**src/rtl/ucode_loader_pkg.sv**
```systemverilog
// Shared definitions for the writable control store and its loader.
//   AW           : control-store address width (matches the micro-PC)
//   DW           : microinstruction width, always three stream bytes
//   SYNC_DEFAULT : byte value that opens a load frame
//   state_e      : loader FSM states, 3-bit encoding
package ucode_loader_pkg;

  localparam int          AW           = 8;
  localparam int          DW           = 24;
  localparam logic [7:0]  SYNC_DEFAULT = 8'hA5;

  typedef enum logic [2:0] {
    ST_IDLE = 3'd0,
    ST_ADDR = 3'd1,
    ST_CNT  = 3'd2,
    ST_DH   = 3'd3,
    ST_DM   = 3'd4,
    ST_DL   = 3'd5,
    ST_WR   = 3'd6,
    ST_CHK  = 3'd7
  } state_e;

endpackage

```
**src/rtl/ucode_loader.sv**
```systemverilog
// Control-store writer. Takes a framed byte stream over valid/ready,
// assembles 24-bit microinstructions and writes them into the writable
// control store, holding the CPU while a frame is in flight.
//
// Frame: SYNC, ADDR, CNT, CNT x {D[23:16], D[15:8], D[7:0]}, CHK
//        CNT = 0 means 256 words; CHK = XOR of ADDR, CNT and all data bytes.
//
// Ports
//   clk_i        : single clock, all state changes on posedge
//   rst_ni       : synchronous active-low reset
//   in_data_i    : stream byte
//   in_valid_i   : in_data_i is valid
//   in_ready_o   : loader accepts a byte this cycle
//   we_rom_o     : control-store write strobe, one cycle per word
//   waddr_rom_o  : control-store write address
//   wdata_rom_o  : control-store write data
//   cpu_hold_o   : CPU must not run
//   done_o       : one-cycle pulse after the CHK byte is accepted
//   err_o        : sticky checksum-mismatch flag for the last frame
//
// state | meaning
// ------+---------------------------------------------------------
// IDLE  | waiting for SYNC, other bytes dropped
// ADDR  | latch base address, seed checksum
// CNT   | latch word count (0 -> 256)
// DH    | data byte [23:16]
// DM    | data byte [15:8]
// DL    | data byte [7:0], launches the write
// WR    | write strobe cycle, input stalled, address/count advance
// CHK   | compare checksum byte, update err, pulse done
module ucode_loader
  import ucode_loader_pkg::*;
#(
  parameter logic [7:0] SYNC = SYNC_DEFAULT
) (
  input  logic          clk_i,
  input  logic          rst_ni,
  input  logic [7:0]    in_data_i,
  input  logic          in_valid_i,
  output logic          in_ready_o,
  output logic          we_rom_o,
  output logic [AW-1:0] waddr_rom_o,
  output logic [DW-1:0] wdata_rom_o,
  output logic          cpu_hold_o,
  output logic          done_o,
  output logic          err_o
);

  state_e        state_q, state_d;
  logic [AW-1:0] addr_q, addr_d;
  logic [8:0]    cnt_q, cnt_d;
  logic [15:0]   asm_q, asm_d;   // upper two bytes of the word being built
  logic [7:0]    chk_q, chk_d;
  logic          we_q, we_d;
  logic [AW-1:0] waddr_q, waddr_d;
  logic [DW-1:0] wdata_q, wdata_d;
  logic          done_q, done_d;
  logic          err_q, err_d;
  logic          xfer;

  // Ready is gated by reset directly so no byte is taken while in reset.
  assign in_ready_o = rst_ni && (state_q != ST_WR);
  assign xfer       = in_valid_i && in_ready_o;

  always_ff @(posedge clk_i) begin
    if (!rst_ni) begin
      state_q <= ST_IDLE;
      addr_q  <= '0;
      cnt_q   <= '0;
      asm_q   <= '0;
      chk_q   <= '0;
      we_q    <= 1'b0;
      waddr_q <= '0;
      wdata_q <= '0;
      done_q  <= 1'b0;
      err_q   <= 1'b0;
    end else begin
      state_q <= state_d;
      addr_q  <= addr_d;
      cnt_q   <= cnt_d;
      asm_q   <= asm_d;
      chk_q   <= chk_d;
      we_q    <= we_d;
      waddr_q <= waddr_d;
      wdata_q <= wdata_d;
      done_q  <= done_d;
      err_q   <= err_d;
    end
  end

  always_comb begin
    state_d = state_q;
    addr_d  = addr_q;
    cnt_d   = cnt_q;
    asm_d   = asm_q;
    chk_d   = chk_q;
    we_d    = 1'b0;
    waddr_d = waddr_q;
    wdata_d = wdata_q;
    done_d  = 1'b0;
    err_d   = err_q;

    unique case (state_q)
      ST_IDLE: begin
        if (xfer && (in_data_i == SYNC)) state_d = ST_ADDR;
      end
      ST_ADDR: begin
        if (xfer) begin
          addr_d  = in_data_i;
          chk_d   = in_data_i;
          state_d = ST_CNT;
        end
      end
      ST_CNT: begin
        if (xfer) begin
          cnt_d   = (in_data_i == 8'h00) ? 9'd256 : {1'b0, in_data_i};
          chk_d   = chk_q ^ in_data_i;
          state_d = ST_DH;
        end
      end
      ST_DH, ST_DM: begin
        if (xfer) begin
          asm_d   = {asm_q[7:0], in_data_i};
          chk_d   = chk_q ^ in_data_i;
          state_d = (state_q == ST_DH) ? ST_DM : ST_DL;
        end
      end
      ST_DL: begin
        // Write outputs are registered here so the strobe lines up with WR.
        if (xfer) begin
          chk_d   = chk_q ^ in_data_i;
          we_d    = 1'b1;
          waddr_d = addr_q;
          wdata_d = {asm_q, in_data_i};
          state_d = ST_WR;
        end
      end
      ST_WR: begin
        addr_d  = addr_q + AW'(1);
        cnt_d   = cnt_q - 9'd1;
        state_d = (cnt_q == 9'd1) ? ST_CHK : ST_DH;
      end
      ST_CHK: begin
        if (xfer) begin
          err_d   = (in_data_i != chk_q);
          done_d  = 1'b1;
          state_d = ST_IDLE;
        end
      end
      default: state_d = ST_IDLE;
    endcase
  end

  assign we_rom_o    = we_q;
  assign waddr_rom_o = waddr_q;
  assign wdata_rom_o = wdata_q;
  assign done_o      = done_q;
  assign err_o       = err_q;
  // done_q extends the hold through the done cycle, when the FSM is already idle.
  assign cpu_hold_o  = (state_q != ST_IDLE) || done_q;

endmodule

```
**config.mk**
```make
export PLATFORM = sky130hd
export DESIGN_NAME = ucode_loader
export DESIGN_NICKNAME = d
export VERILOG_FILES = /design/src/rtl/ucode_loader_pkg.sv /design/src/rtl/ucode_loader.sv
export SDC_FILE = /design/constraint.sdc
export NUM_CORES = 1
export LEC_CHECK = 0
export CAP_MARGIN = 10
export CORE_ASPECT_RATIO = 1.1
export CORE_MARGIN = 1
export CORE_UTILIZATION = 45
export DETAILED_ROUTE_END_ITERATION = 12
export GPL_TIMING_DRIVEN = 0
export PLACE_DENSITY_LB_ADDON = 0.1
export REMOVE_ABC_BUFFERS = 1
export SETUP_SLACK_MARGIN = 0.05
export SKIP_CTS_REPAIR_TIMING = 1
export SLEW_MARGIN = 20
export SYNTH_ARGS = -nofsm -noshare
export SYNTH_HDL_FRONTEND = slang
export SYNTH_SLANG_ARGS = --single-unit
export TNS_END_PERCENT = 1
```
**constraint.sdc**
```tcl
create_clock -name clk_i -period 2.3 [get_ports clk_i]
set_clock_uncertainty 0.05 [all_clocks]
set_input_delay 0.46 -clock clk_i [delete_from_list [all_inputs] [get_ports clk_i]]
set_output_delay 0.46 -clock clk_i [all_outputs]
set_load 0.05 [all_outputs]
```
==> impl_metrics.tcl, run 1 <==
set metrics [dict create \
    cts_made_buffers 9 \
    synthCells 425 \
    areaGrowthSynthToFinish_pct 20.1 \
    place_area_mm2 0.00403 \
    crit_start "state_q[2]" \
    synth_edf_count 0 \
    dieArea_mm2 0.00826 \
    cp-endpoint "in_ready_o" \
    max-vdd-ir-drop_mv 0.276 \
    rows 33 \
    ys_seq_area_share_pct 44.5 \
    timing.fmax_mhz 471 \
    routedWlPerCell_um 14.3 \
    critPathArrivalTime_ns 1.62 \
    htreeDepth 3 \
    grt_util_all_layers_pct 20.6 \
    nNetsFinal 465 \
    io_pins 48 \
    nFillCells 744 \
    final_area_mm2 0.00427 \
    cts.sinks 79 \
    finalSetupViolCount 0 \
    path_cells "and3b_2 > nor2_1 > clkbuf_2" \
    finalHoldViolCount 0 \
    die_h_um 95.2 \
    ys_types 55 \
    viasPerCell 5.36 \
    final.setup.worst_slack_ns 0.175 \
    holdWs_ns 0.405 \
    drcViolationCount 0 \
    leakage_nw 1.41 \
    reg2reg_to "asm_q[8]" \
    hpwl_um 5170 \
    hold_class "reg -> reg" \
    grt_pass1_vias 2692 \
    gp_congestion 0.775 \
    grt_max_degree 44 \
    cp_max_fo 19 \
    syn-cell-area_mm2 0.00355 \
    grt_pass1_wl_um 13100 \
    firstDrtPassIters 4 \
    slew_headroom_pct 53.0 \
    cellPowerDensity_mw_per_mm2 587 \
    io_buffers 47 \
    avgSynthCellArea_um2 8.36 \
    final_cells 559 \
    wl_um 8000 \
    critPathCaptureType "output port" \
    max_cap_viol_count 0 \
    synth.most_common_cell "nand2_1" \
    maxSlewViolCount 0 \
    ys_top_cells_by_count "nand2_1 (90), dfxtp_1 (79), a21oi_1 (53)" \
    period_share_pct 92.4 \
    synth_ff_type "dfxtp_1" \
    crit_slowest_cell "dfxtp_2" \
    ant_nets 0 \
    slowest_delay_ns 0.54 \
    async_flop_share_pct 0 \
    r2r_cells 4 \
    reg2reg_slack_ns 0.23 \
    required_ns 1.79 \
    dpl.cell_count 544 \
    period_needed_ns 2.13 \
    root_buffer "clkbuf_8" \
    die_width_um 86.7 \
    antenna_found_initial 0 \
    path_clk_slew_ns 0.08 \
    cts_tree "built" \
    status "finished, final reports clean" \
    clockBufferDepth 2 \
    clk_latency_ns 0.35 \
    pre_cts_ws_ns -1.39 \
    start_util_pct 47.0 \
    num_vias 2998 \
    overflow 0 \
    worst_pin_slew_ns 0.704 \
    grt_setup_unrepaired "false" \
    dr.first_iter.drc_count 150 \
    r2r-start "state_q[2]" \
    yosys.area.top_type "dfxtp_1" \
    crit_type "reg -> out" \
    drive_above_1_share_pct 8.59 \
    netlist_top_cells_area "dfxtp_1 (44%), nand2_1 (9.5%), a21oi_1 (7.5%), mux2i_1 (4.8%), mux2_2 (2.5%)" \
    synth-seq-cells 79 \
    start_kind "flop" \
    antenna-diode-count 0 \
    yosys_warnings 0 \
    core-area_mm2 0.00756 \
    yosysTopAreaCellShare_pct 44.5 \
]
[worst max-delay path, delay by kind of cell (launching register included)]
family / cells / cell delay [ns]
DFF: 1 / 0.54
and+or+nand+nor: 2 / 0.47
buffers and inverters: 1 / 0.25
[stage by stage]
| stage | total power [mW] | setup TNS [ns] | util, % |
|---|---|---|---|
| 2_1_floorplan | 1.44 | -1.09 | - |
| 3_3_place_gp | 1.50 | -120.09 | 52.9 |
| 3_5_place_dp | 1.50 | -57.45 | 53.3 |
| 4_1_cts | 2.53 | -32.92 | 55.9 |
| 5_1_grt | 2.59 | 0 | 56.5 |
| 6_report | 2.51 | 0 | 56.5 |
[placed cells by master, fill, tap and decap left out, types with 3 or more instances in the layout]
master and instances:
clkdlybuf4s50_1 43, nand2b_1 5, clkbuf_8 9, inv_6 3
or4_1 4, dfxtp_1 76, a311oi_1 4, mux2_2 8
ha_1 3, a211oi_1 3, a21oi_1 53, nor4_1 4
nand3b_1 4, a2bb2oi_1 3, o21ai_0 8, xnor2_1 9
nand3_1 6, nor2_1 22, inv_1 11, nand2_1 90
or3_1 3, dfxtp_2 3, a31oi_1 3, nor3_1 3
o32ai_1 9, clkinvlp_4 3, mux2i_1 17
[layout make-up]
type / count / area, um2 / area share, %
repair buffers: 49 / 493 / 11.6
inverters: 13 / 56.3 / 1.32
clock buffers: 9 / 124 / 2.90
flip-flops and latches: 79 / 1590 / 37.1
multi-input cells: 298 / 1810 / 42.4
well taps: 105 / 131 / 3.08
clock inverters: 6 / 70.1 / 1.64
[flip-flops by register name, summed over array words and instances, names as in the netlist]
register and flops:
err_o 1, cnt_q 9, asm_q 16, we_rom_o 1, done_o 1, chk_q 8, state_q 3, wdata_rom_o 24
addr_q 8, waddr_rom_o 8
[how the worst min path moves through the flow]
stage / startpoint / cells after the start / endpoint
2_1_floorplan: asm_q[8] / 2 / wdata_rom_o[16]
3_3_place_gp: asm_q[13] / 2 / wdata_rom_o[21]
3_5_place_dp: asm_q[14] / 2 / wdata_rom_o[22]
4_1_cts: asm_q[12] / 2 / wdata_rom_o[20]
5_1_grt: asm_q[15] / 2 / wdata_rom_o[23]
6_report: wdata_rom_o[11] / 2 / wdata_rom_o[11]
[logic make-up after synthesis]
| logic type | count (synthesis) | share of synthesized area, % |
|---|---|---|
| AND/OR/NAND/NOR | 155 | 19.9 |
| AO/OA/AOI/OAI | 103 | 18.4 |
| flip-flops | 79 | 44.5 |
| buffers and inverters | 48 | 5.77 |
| multiplexers | 25 | 7.32 |
| XOR/XNOR | 10 | 2.46 |
| adder cells (fa/ha/maj) | 5 | 1.69 |
[where the power goes]
group	internal, mW	switching (mW)	total (mW)
clock	0.503	0.535	1.04
combinational	0.0308	0.0689	0.0996
sequential	1.37	0.000720	1.37
[routing by layer]
| metal | vias up | wire length [um] | global-route usage [%] |
|---|---|---|---|
| li1 | 1539 | - | - |
| met4 | 0 | 156 | 9.17 |
| met3 | 12 | 269 | 2.86 |
| met2 | 62 | 3840 | 34.9 |
| met5 | - | 0 | 0 |
| met1 | 1385 | 3740 | 26.2 |
Note: power is estimated with default switching activity, not from simulation.
==> run 2: changes to the inputs <==
Settings changed: TNS_END_PERCENT 1 to 20.
==> results of run 2 <==
No change in the layout: final DEF, timing and power equal those of run 1.
==> run 3: changes to the inputs <==
Settings changed: CELL_PAD_IN_SITES_DETAIL_PLACEMENT set to 0, CELL_PAD_IN_SITES_GLOBAL_PLACEMENT set to 1, CORE_UTILIZATION 45 to 41, SKIP_LAST_GASP set to 1.
==> run 3 against run 2 <==
The flow now finishes with violations (setup timing). Total power barely moved. Combinational power about the same. Register-to-register slack lost 0.23 ns. Worst setup slack got worse by 0.29 ns. Utilization is 5.9 points lower. Clock power hardly changed. Sequential power hardly changed. Largest power group unchanged.
==> impl_metrics.tcl, run 3 (synthesis gave the netlist of run 1 again) <==
set metrics [dict create \
    antenna-diode-count 0 \
    crit_slowest_cell "dlymetal6s2s_1" \
    worst_pin_slew_ns 0.689 \
    grt_max_degree 41 \
    dieArea_mm2 0.00905 \
    num_vias 2978 \
    required_ns 1.79 \
    core-area_mm2 0.00841 \
    wl_um 8230 \
    largest_reg_flops 24 \
    hpwl_um 5310 \
    period_share_pct 105 \
    path_buf_inv 4 \
    drive_above_1_share_pct 7.93 \
    cts_made_buffers 9 \
    clk_latency_ns 0.36 \
    r2r-start "state_q[2]" \
    die_h_um 99.7 \
    period_needed_ns 2.42 \
    path_clk_slew_ns 0.08 \
    critPathArrivalTime_ns 1.91 \
    routedWlPerCell_um 14.6 \
    leakage_nw 1.42 \
    crit_type "in -> out" \
    finalSetupViolCount 1 \
    io_pins 48 \
    pre_cts_ws_ns -1.63 \
    final_common_cell "nand2_1" \
    firstDrtPassIters 4 \
    viasPerCell 5.27 \
    crit_start "rst_ni" \
    final_area_mm2 0.00425 \
    slowest_delay_ns 0.42 \
    start_kind "primary input" \
    finalHoldViolCount 0 \
    final.setup.worst_slack_ns -0.119 \
    dr.first_iter.drc_count 105 \
    rows 35 \
    critPathCaptureType "output port" \
    io_buffers 47 \
    power_mw 2.51 \
    hold_class "reg -> reg" \
    htreeDepth 3 \
    ant_nets 0 \
    overflow 0 \
    place_area_mm2 0.00404 \
    crit_family "buffers and inverters" \
    maxSlewViolCount 0 \
    max-vdd-ir-drop_mv 0.277 \
    grt_pass1_wl_um 13700 \
    antenna_found_initial 0 \
    nNetsFinal 465 \
    max_cap_viol_count 0 \
    drcViolationCount 0 \
    clockBufferDepth 2 \
    root_buffer "clkbuf_8" \
    grt_util_all_layers_pct 19.2 \
    slew_headroom_pct 54.0 \
    violations "setup timing" \
    cts_tree "built" \
    cts.sinks 79 \
    grt_pass1_vias 2767 \
    grt_setup_unrepaired "true" \
    start_util_pct 42.3 \
    gp_congestion 0.756 \
    layout_common_cells "nand2_1 (90), dfxtp_1 (76), a21oi_1 (53)" \
    cp_max_fo 40 \
    min-delay-start "asm_q[11]" \
    status "finished with violations" \
    timing.fmax_mhz 413 \
    cellPowerDensity_mw_per_mm2 589 \
    die_width_um 90.8 \
    path_cells "clkbuf_2 > inv_4 > buf_12 > nor2_1 > dlymetal6s2s_1" \
    areaGrowthSynthToFinish_pct 19.7 \
]
## run 3: changes by cell type in the layout (fill, tap and decap cells not counted), sizes merged
cell          previous run  this run
clkbuf                  11        10
dlymetal6s2s             2         3
## run 3: path summary, 6_finish.rpt
| kind | to | slack, ns | cells past startpoint |
|---|---|---|---|
| worst max-delay path | in_ready_o | -0.12 | 5 |
| worst min-delay path | wdata_rom_o[19] | 0.40 | 2 |
| worst max register to register | chk_q[1] | 0 | 6 |
| worst min register to register | wdata_rom_o[19] | 0.40 | 2 |
## run 3: worst register-to-register path, cell delays in order, from the launching register on
cell and delay [ns]:
dfxtp_2 0.42, ha_1 0.65, o21bai_1 0.20, a32oi_2 0.13, buf_4 0.25, mux2_2 0.26
o32ai_1 0.24
## run 3: power breakdown
group          internal [mW]  leakage, nW  total (mW)  switching (mW)
combinational         0.0315        0.694       0.101          0.0691
sequential              1.37        0.637        1.37        0.000720
clock                  0.502       0.0883        1.04           0.536
total                   1.90         1.42        2.51           0.606
## run 3: cell type report
| cell class | count | area, um2 |
|---|---|---|
| well taps | 111 | 139 |
| clock inverters | 6 | 70.1 |
| fillers | 866 | 4150 |
| repair buffers | 49 | 500 |
| flip-flops and latches | 79 | 1590 |
| clock buffers | 9 | 124 |
| multi-input cells | 298 | 1780 |
| inverters | 13 | 56.3 |
## run 3: routing by layer
layer  part of all wire (%)  vias to the layer above  global-route usage, %
met4                    1.3                        0                   8.30
met3                    2.8                       10                   2.75
li1                       -                     1535                      -
met1                     48                     1385                   24.5
met2                     48                       48                   32.5
met5                      0                        -                      0
## run 3: stage by stage
step                      hold slack, ns  instances  setup TNS [ns]  util, %
after floorplan                    0.381        390           -1.09        -
after global placement             0.392        548         -127.38     47.7
after detailed placement           0.394        550          -63.68     48.0
after CTS                          0.400        565          -34.97     50.3
after global routing               0.417        565          -0.944     50.6
final                              0.402        565          -0.119     50.6
